==> config.mk <==
export PLATFORM = sky130hd
export DESIGN_NAME = wd_counter
export DESIGN_NICKNAME = d
export VERILOG_FILES = /design/src/rtl/wd_pkg.sv /design/src/rtl/wd_rst_pulse.sv /design/src/rtl/wd_counter.sv
export SDC_FILE = /design/constraint.sdc
export NUM_CORES = 1
export LEC_CHECK = 0
export CORE_MARGIN = 1
export CORE_UTILIZATION = 49
export CTS_CLUSTER_DIAMETER = 60
export CTS_CLUSTER_SIZE = 40
export DETAILED_ROUTE_END_ITERATION = 10
export GPL_TIMING_DRIVEN = 1
export PLACE_DENSITY = 0.77
export SYNTH_ARGS = -nofsm -noshare
export SYNTH_HDL_FRONTEND = slang
export SYNTH_HIERARCHICAL = 1
export SYNTH_SLANG_ARGS = --single-unit
==> constraint.sdc <==
create_clock -name pclk -period 3.1 [get_ports pclk]
set_input_delay 0.93 -clock pclk [delete_from_list [all_inputs] [get_ports pclk]]
set_output_delay 0.93 -clock pclk [all_outputs]
set_load 0.01 [all_outputs]
==> src/rtl/wd_pkg.sv <==
// -----------------------------------------------------------------------------
// wd_pkg
// Definitions shared by the watchdog register block and the watchdog timing
// core: mode encodings, FSM state encoding, register addresses and the
// default counter width.
// -----------------------------------------------------------------------------
package wd_pkg;

    // Default width of the down-counter and of StartValue.
    localparam int CNT_W_DEF = 32;

    // Watchdog mode encodings, as written to the mode register.
    localparam logic [1:0] WD_MODE_OFF    = 2'b00;
    localparam logic [1:0] WD_MODE_IRQ    = 2'b01;
    localparam logic [1:0] WD_MODE_RST    = 2'b10;
    localparam logic [1:0] WD_MODE_IRQRST = 2'b11;

    // Timing core FSM states; the encoding is exported on wd_state.
    typedef enum logic [1:0] {
        WD_DISABLED = 2'd0,
        WD_COUNT    = 2'd1,
        WD_WARN     = 2'd2,
        WD_RESET    = 2'd3
    } wd_state_e;

    // Register block address map (byte offsets).
    localparam logic [7:0] reg_StartValue = 8'h00;
    localparam logic [7:0] reg_feeddog    = 8'h04;
    localparam logic [7:0] reg_mode       = 8'h08;

    // True when the mode field enables the watchdog.
    function automatic logic wd_mode_enabled(input logic [1:0] mode_v);
        return (mode_v != WD_MODE_OFF);
    endfunction

endpackage

==> src/rtl/wd_rst_pulse.sv <==
// -----------------------------------------------------------------------------
// wd_rst_pulse
// Stretches a one-cycle start request into a registered pulse exactly
// RST_CYCLES clock cycles long. The pulse rises on the same edge that samples
// i_start and cannot be retriggered or cut short except by prst.
//
// Ports:
//   pclk     in   clock, rising edge
//   prst     in   synchronous reset, active-high
//   i_start  in   one-cycle start request
//   o_pulse  out  stretched pulse (registered)
//   o_busy   out  pulse in progress
//   o_last   out  current cycle is the final cycle of the pulse
// -----------------------------------------------------------------------------
module wd_rst_pulse #(
    parameter int RST_CYCLES = 16
) (
    input  logic pclk,
    input  logic prst,
    input  logic i_start,
    output logic o_pulse,
    output logic o_busy,
    output logic o_last
);

    // Counter holds the number of pulse cycles still to come after this one.
    localparam int PW = (RST_CYCLES > 1) ? $clog2(RST_CYCLES) : 1;
    localparam logic [PW-1:0] LOAD_VAL = PW'(RST_CYCLES - 1);

    logic          r_pulse;
    logic [PW-1:0] r_left;

    // Pulse register and remaining-cycle counter.
    always_ff @(posedge pclk) begin
        if (prst) begin
            r_pulse <= 1'b0;
            r_left  <= '0;
        end else if (r_pulse) begin
            if (r_left == '0) begin
                r_pulse <= 1'b0;
            end else begin
                r_left <= r_left - PW'(1);
            end
        end else if (i_start) begin
            r_pulse <= 1'b1;
            r_left  <= LOAD_VAL;
        end else begin
            r_pulse <= r_pulse;
            r_left  <= r_left;
        end
    end

    assign o_pulse = r_pulse;
    assign o_busy  = r_pulse;
    assign o_last  = r_pulse & (r_left == '0);

endmodule

==> src/rtl/wd_counter.sv <==
// -----------------------------------------------------------------------------
// wd_counter
// Watchdog timing core. Runs a down-counter reloaded from StartValue by feed
// (flag) or StartValue update pulses. On expiry it raises a sticky interrupt
// and/or a stretched watchdog reset request, depending on mode.
//
// Ports:
//   pclk        in   clock, rising edge
//   prst        in   synchronous reset, active-high
//   flag        in   feed-dog pulse
//   mode        in   00 off, 01 irq, 10 reset, 11 irq-then-reset
//   update      in   StartValue-written pulse
//   StartValue  in   reload value
//   count       out  current counter value
//   wd_irq      out  sticky level interrupt
//   wd_rst      out  watchdog reset request, RST_CYCLES long
//   wd_state    out  FSM state
// All outputs come straight from registers.
// -----------------------------------------------------------------------------
module wd_counter
    import wd_pkg::*;
#(
    parameter int CNT_W      = CNT_W_DEF,
    parameter int RST_CYCLES = 16
) (
    input  logic             pclk,
    input  logic             prst,
    input  logic             flag,
    input  logic [1:0]       mode,
    input  logic             update,
    input  logic [CNT_W-1:0] StartValue,
    output logic [CNT_W-1:0] count,
    output logic             wd_irq,
    output logic             wd_rst,
    output logic [1:0]       wd_state
);

    wd_state_e        r_state;
    logic [CNT_W-1:0] r_count;
    logic             r_irq;

    wd_state_e        w_state_nxt;
    logic [CNT_W-1:0] w_count_nxt;
    logic             w_irq_nxt;
    logic             w_pulse_start;
    logic             w_pulse;
    logic             w_pulse_busy;
    logic             w_pulse_last;

    wd_rst_pulse #(
        .RST_CYCLES (RST_CYCLES)
    ) u_rst_pulse (
        .pclk    (pclk),
        .prst    (prst),
        .i_start (w_pulse_start),
        .o_pulse (w_pulse),
        .o_busy  (w_pulse_busy),
        .o_last  (w_pulse_last)
    );

    // State, counter and interrupt registers.
    always_ff @(posedge pclk) begin
        if (prst) begin
            r_state <= WD_COUNT;
            r_count <= {CNT_W{1'b1}};
            r_irq   <= 1'b0;
        end else begin
            r_state <= w_state_nxt;
            r_count <= w_count_nxt;
            r_irq   <= w_irq_nxt;
        end
    end

    // Next-state, counter and interrupt logic.
    always_comb begin
        w_state_nxt   = r_state;
        w_count_nxt   = r_count;
        w_irq_nxt     = r_irq;
        w_pulse_start = 1'b0;

        case (r_state)
            WD_DISABLED: begin
                // StartValue is only sampled at the moment of enabling.
                w_irq_nxt = 1'b0;
                if (wd_mode_enabled(mode)) begin
                    w_count_nxt = StartValue;
                    w_state_nxt = WD_COUNT;
                end else begin
                    w_state_nxt = WD_DISABLED;
                end
            end

            WD_COUNT, WD_WARN: begin
                if (!wd_mode_enabled(mode)) begin
                    w_state_nxt = WD_DISABLED;
                    w_irq_nxt   = 1'b0;
                end else if (flag || update) begin
                    w_count_nxt = StartValue;
                    w_state_nxt = WD_COUNT;
                    w_irq_nxt   = 1'b0;
                end else if (r_count == '0) begin
                    // Timeout: always reload; action depends on mode and state.
                    w_count_nxt = StartValue;
                    case (mode)
                        WD_MODE_IRQ: begin
                            w_irq_nxt   = 1'b1;
                            w_state_nxt = WD_COUNT;
                        end
                        WD_MODE_RST: begin
                            w_state_nxt   = WD_RESET;
                            w_pulse_start = 1'b1;
                        end
                        WD_MODE_IRQRST: begin
                            if (r_state == WD_COUNT) begin
                                w_irq_nxt   = 1'b1;
                                w_state_nxt = WD_WARN;
                            end else begin
                                w_state_nxt   = WD_RESET;
                                w_pulse_start = 1'b1;
                            end
                        end
                        default: begin
                            w_state_nxt = r_state;
                        end
                    endcase
                end else begin
                    w_count_nxt = r_count - CNT_W'(1);
                end
            end

            WD_RESET: begin
                // Inputs are ignored until the pulse finishes; a pulse that is
                // somehow not running also releases the state.
                if (w_pulse_last || !w_pulse_busy) begin
                    w_irq_nxt   = 1'b0;
                    w_count_nxt = StartValue;
                    if (wd_mode_enabled(mode)) begin
                        w_state_nxt = WD_COUNT;
                    end else begin
                        w_state_nxt = WD_DISABLED;
                    end
                end else begin
                    w_state_nxt = WD_RESET;
                end
            end

            default: begin
                w_state_nxt = WD_COUNT;
            end
        endcase
    end

    assign count    = r_count;
    assign wd_irq   = r_irq;
    assign wd_rst   = w_pulse;
    assign wd_state = r_state;

endmodule
== Yosys cells after proc, flatten, opt, wreduce, memory -nomap -nowiden ==
Cells that the tools add are included.

* Bitwise gates (word level): 1
* Equality and inequality tests: 14
* Reductions and logical operators: 13
* $add $sub $neg: 2
* Multiplexer cells: 33

{| class="wikitable"
|+ Operators by type and width
! operator !! number
|-
| $mux 32 || 5
|-
| $pmux 32 s3 || 1
|-
| $logic_not 32->1 || 1
|-
| $sub 32x1->32 const B || 1
|-
| $mux 1 || 15
|-
| $mux 4 || 3
|-
| $pmux 2 s3 || 2
|-
| $eq 2x2->1 const B || 4
|-
| $mux 2 || 4
|-
| $ne 2x2->1 const B || 4
|-
| $ne 6x3->1 const B || 1
|-
| $ne 5x3->1 const B || 1
|-
| $ne 5x5->1 const B || 1
|-
| $eq 2x1->1 const B || 2
|-
| $logic_not 4->1 || 1
|-
| $ne 4x4->1 const B || 1
|-
| $pmux 1 s2 || 2
|-
| $reduce_and 2->1 || 2
|-
| $reduce_and 4->1 || 1
|-
| $reduce_bool 2->1 || 2
|-
| $sub 4x1->4 const B || 1
|-
| $pmux 1 s3 || 1
|-
| $reduce_and 3->1 || 1
|-
| $logic_not 2->1 || 1
|-
| 4 further kinds || 5
|}

* Output and inout port bits: 36
* Register bits: 40

== Logic depth before layout (Yosys ltp) ==
Gate-level depths: netlist (run 1).

* Depth after elaboration: 9
* Gate-level depth with buffers: 11
* Mapped depth without buffers: 9

== Hierarchy ==
The synthesis (run 1) kept the hierarchy.

{| class="wikitable"
|+ By module, submodules not included
! module !! area an instance (um^2) !! cells an instance !! sequential area each (um^2) !! times used
|-
| wd_counter || 2,583.7 || 341 || 700.7 || 1
|-
| wd_rst_pulse || 269.0 || 28 || 100.1 || 1
|}

== Least setup slack after synthesis (run 1) ==
Ideal clock, no wire load.

* Path type: register -> register
* Start: reg r_count[4], in the netlist count[4]
* End: reg r_count[25], in the netlist count[25]
* Setup slack: 0.431 ns
* Data required time: 2.978 ns
* Buffers on the path: 2
* Cell stages (with the launch flop): 8
* Data arrival time: 2.548 ns
* Cell sequence: dfxtp_1 > or4_1 > buf_2 > or4_4 > o41a_1 > buf_6 > or3_1 > o311a_1

* Longest elaborated chain between the ends: 5

{| class="wikitable"
|+ Ends and longest elaborated chain
! what !! RTL line !! source
|-
| start, declared || wd_counter.sv:39 || <nowiki>logic [CNT_W-1:0] r_count;</nowiki>
|-
| start signal, assigned || wd_counter.sv:65 || <nowiki>r_count <= {CNT_W{1'b1}};</nowiki>
|-
| start signal, assigned || wd_counter.sv:69 || <nowiki>r_count <= w_count_nxt;</nowiki>
|-
| $sub 32x1->32 / $logic_not 32->1 (equally long branches) || wd_counter.sv:127, wd_counter.sv:101 ||
|-
| $mux 32 (*) || wd_counter.sv:101 || <nowiki>end else if (r_count == '0) begin</nowiki>
|-
| $mux 32 (*) || wd_counter.sv:97 || <nowiki>end else if (flag || update) begin</nowiki>
|-
| $mux 32 (*) || wd_counter.sv:94 || <nowiki>if (!wd_mode_enabled(mode)) begin</nowiki>
|-
| $pmux 32 s3 (*) || wd_counter.sv:81 || <nowiki>case (r_state)</nowiki>
|}

Every way passes the cells marked *; elsewhere a longest branch is shown, timed or not. The select of a mux whose other input is x is not followed.
A chain may end at the register's enable or synchronous reset.

== Final worst setup path (run 1) ==
* Start: reg r_count[20], in the netlist count[20]
* End: reg u_rst_pulse.r_left[2]

* Longest elaborated chain between the ends: 7

{| class="wikitable"
|+ Ends and longest elaborated chain
! what !! RTL line !! source
|-
| $logic_not 32->1 || wd_counter.sv:101 ||
|-
| $mux 1 || wd_counter.sv:101 ||
|-
| $mux 1 || wd_counter.sv:97 ||
|-
| $mux 1 || wd_counter.sv:94 ||
|-
| $mux 1 || wd_counter.sv:81 ||
|-
| net w_pulse_start || wd_counter.sv:45 || <nowiki>logic w_pulse_start;</nowiki>
|-
| $reduce_bool 2->1 (no line) || n/a ||
|-
| $reduce_and 2->1 (no line) || n/a ||
|-
| end signal, assigned || wd_rst_pulse.sv:42 || <nowiki>r_left <= r_left - PW'(1);</nowiki>
|-
| end signal, assigned || wd_rst_pulse.sv:49 || <nowiki>r_left <= r_left;</nowiki>
|-
| end, declared || wd_rst_pulse.sv:31 || <nowiki>logic [PW-1:0] r_left;</nowiki>
|}

The timed path passes the listed nets, and every way through them passes these cells.

==> impl_metrics.ini, run 1 <==
[synth]
async_reset_ff_share_pct = 0
yosys-top-cells-area = dfxtp_1, ha_1, nor4_1
synth_top_family_by_area = simple AND/OR/NAND/NOR gates
synth_xor_area_share_pct = 0
yosysUniqueCellTypes = 56
synthCells = 369
synth_fa_ha_area_share_pct = 5.263
synth_top_area_cell = dfxtp_1
ys_warn_count = 6
yosysSeqAreaShare_pct = 28.07
synth_area_mm2 = 0.002853
avgSynthCellArea_um2 = 7.731
synthSimpleGateAreaFrac_pct = 34.52
ys.flop_type = dfxtp_1
synth-seq-cells = 40
synth_compound_area_share_pct = 23.20
synth_edf_count = 0
synthMuxAreaShare_pct = 2.149
syn_nets = 419
yosys.area.top_type_share_pct = 28.07

[drt]
wl_per_cell_um = 18.03
num_vias = 3350
finalWirelength_um = 9342
via_per_inst = 6.467
ant_nets = 0
drtIter0Drc = 351
firstDrtPassIters = 5
drc = 0

[clocking]
postCtsSetupBuffers = 0
cts_max_level = 2
ctsHoldBuffers = 0
cts_buffers = 5
cts_tree = built
clockBufferDepth = 2
clk_latency_ns = 0.30
cts_sinks = 40
cts_root_buf = clkbuf_8
cts_resized = 0
cts.clk_slew.worst_paths_ns = 0.08

[cells_and_area]
n_antenna_cell = 0
area_growth_pct = 34.34
fillers = 474
stdcell_count = 518
drive_gt1_share_pct = 8.969
multi_input_comb_area_mm2 = 0.001869
finalNetCount = 495
regArea_um2 = 800.8

[worst_setup_path]
worst_setup_path_end_kind = flop
path_max_fanout = 8
reg2reg_to = u_rst_pulse/r_left[2]$_SDFFE_PP0P_
reg2reg_from = count[20]$_SDFFE_PP1P_
setup.worst_path.end = u_rst_pulse/r_left[2]$_SDFFE_PP0P_
reg2reg_depth = 8
critical_path_arrival_ns = 3.16
crit_type = reg2reg
cp-startpoint = count[20]$_SDFFE_PP1P_
required_ns = 3.34
r2r_slack_ns = 0.18
critPathLaunchType = flop

[grt]
grt_usage_pct = 31.68
grt_overflow = 0
grt_max_degree = 35
grt_pass1_vias = 3076
grt_antenna_before_repair = 0
grt_first_pass_wirelength_um = 15390

[sta]
rsz0062_at_grt = no
post-route-period-util_pct = 94.21
fmax_ghz = 0.3424
hold_ws_ns = 0.5170
slew_headroom_pct = 55.38
clock_skew_ns = 0.004696
tns_ns = 0
final_hold_viol_count = 0
min_period_ns = 2.921
setup_viol = 0
finalMaxSlewViolations = 0
worstMarginPinSlew_ns = 0.6670

[worst_hold_path]
hp-class = reg2reg
worstHoldStart = u_rst_pulse/r_left[1]$_SDFFE_PP0P_

[place]
io_buffers = 73
dp_hpwl_um = 6667
place_congestion = 0.8729
dp_cells = 510

[outcome]
status = complete, no violations

[power_and_ir_drop]
powerDensity_mw_per_mm2 = 360.6
sequentialPowerShare_pct = 44.7
p_int_uw = 940.9
pwr-share-clk_pct = 27.3
leakagePower_uw = 0.001357
p_comb_share_pct = 28.0
ir_drop_v = 0.0002316
switching_share_pct = 31.92
p_switching_uw = 441.2

[flow_run]
cap_violations = 0

[floorplan]
ios = 74
rows = 27
start_util_pct = 51.18
chipHeight_um = 78.30
die_w_um = 78.30
die_area_mm2 = 0.006131
core-area_mm2 = 0.005574
-- Yosys cell counts (all sizes together) (8+ instances only) --
library cell,number
clkbuf,19
ha,12
nand2,20
a21oi,19
o21ai,18
inv,18
or3,9
nor4,23
or4,12
buf,8
nor2,24
nand4,10
nand3,21
dfxtp,40
nor3,28
-- routing by layer --
metal	track usage (%)	part of all wire, %	vias to the layer above
met5	0	0	-
met4	9.630	1.3	0
met3	4.651	7.7	15
met2	49.82	46	165
met1	44.48	45	1584
li1	-	-	1586
-- cell type report --
| type | instances | share of cell area, % |
|---|---|---|
| timing repair buffer | 96 | 23.77 |
| sequential | 40 | 20.89 |
| clock buffer | 8 | 2.351 |
| tap | 72 | 2.351 |
| multi-input combinational | 283 | 48.78 |
| inverter | 19 | 1.861 |
-- sequential cells by signal (all words and copies together), names as in the netlist --
name / cells
wd_state: 2
u_rst_pulse/o_busy: 1
wd_irq: 1
count: 32
u_rst_pulse/r_left: 4
-- layout by cell type (no fill, tap or decap), drive strengths merged, types with 5 or more instances in the layout --
cell	synthesis	routed
clkdlybuf4s50	0	72
dfxtp	40	40
nor3	28	28
nor2	24	24
buf	8	24
nor4	23	23
nand3	21	21
nand2	20	20
a21oi	19	19
inv	18	18
o21ai	18	18
ha	12	12
or4	12	12
nand4	10	10
or3	9	9
clkbuf	19	8
nand2b	6	6
o32a	6	6
o41ai	6	6
nor3b	5	5
mux2i	5	5
-- critical path: stages (launching register included) --
cell	delay, ns
dfxtp_1	0.36
or3_1	0.50
or4_1	0.62
nor4_1	0.34
buf_4	0.20
nor3b_1	0.38
nor2b_1	0.26
a311oi_1	0.08
nor2_1	0.11
-- logic make-up after synthesis --
family                   Yosys count
adder cells (fa/ha/maj)           12
AO/OA/AOI/OAI                     90
multiplexers                       6
buffers and inverters             46
flip-flops                        40
AND/OR/NAND/NOR                  175
-- power by group through the flow --
stage	combinational, µW	clock [µW]	sequential (µW)
6_report	387	378	617
5_1_grt	419	404	625
4_1_cts	384	376	614
3_5_place_dp	380	0	626
3_3_place_gp	374	0	626
2_1_floorplan	168	0	634
-- how the worst min path moves through the flow --
stage | to | slack (ns) | cells after the start
final | u_rst_pulse/r_left[1]$_SDFFE_PP0P_ | 0.52 | 2
after global routing | wd_state[1]$_SDFFE_PP0P_ | 0.55 | 2
after CTS | u_rst_pulse/r_left[1]$_SDFFE_PP0P_ | 0.52 | 2
after detailed placement | wd_state[1]$_SDFFE_PP0P_ | 0.51 | 2
after global placement | wd_state[1]$_SDFFE_PP0P_ | 0.49 | 2
after floorplan | u_rst_pulse/r_left[1]$_SDFFE_PP0P_ | 0.48 | 2
-- through the flow --
stage	util (%)	area, µm²	setup WS [ns]	power (µW)
2_1_floorplan	-	2853	0.4307	801.5
3_3_place_gp	67.14	3742	0.1778	999.3
3_5_place_dp	67.14	3742	0.08059	1006
4_1_cts	68.75	3832	0.2567	1374
5_1_grt	68.75	3832	0.07182	1448
6_report	68.75	3832	0.1795	1382
Note: power is estimated with default switching activity, not from simulation.
==> run 2, diff against run 1 <==
--- a/config.mk
+++ b/config.mk
@@ -11,6 +11,7 @@
 export CTS_CLUSTER_SIZE = 40
 export DETAILED_ROUTE_END_ITERATION = 10
 export GPL_TIMING_DRIVEN = 1
+export HOLD_SLACK_MARGIN = 0.05
 export PLACE_DENSITY = 0.77
 export SYNTH_ARGS = -nofsm -noshare
 export SYNTH_HDL_FRONTEND = slang
==> results of run 2 <==
Same layout as run 1: the final DEF is identical, and so are final timing and power.
==> run 3, diff against run 2 <==
--- a/config.mk
+++ b/config.mk
@@ -13,6 +13,7 @@
 export GPL_TIMING_DRIVEN = 1
 export HOLD_SLACK_MARGIN = 0.05
 export PLACE_DENSITY = 0.77
+export SLEW_MARGIN = 5
 export SYNTH_ARGS = -nofsm -noshare
 export SYNTH_HDL_FRONTEND = slang
 export SYNTH_HIERARCHICAL = 1
==> results of run 3 <==
Same layout as run 1: the final DEF is identical, and so are final timing and power.
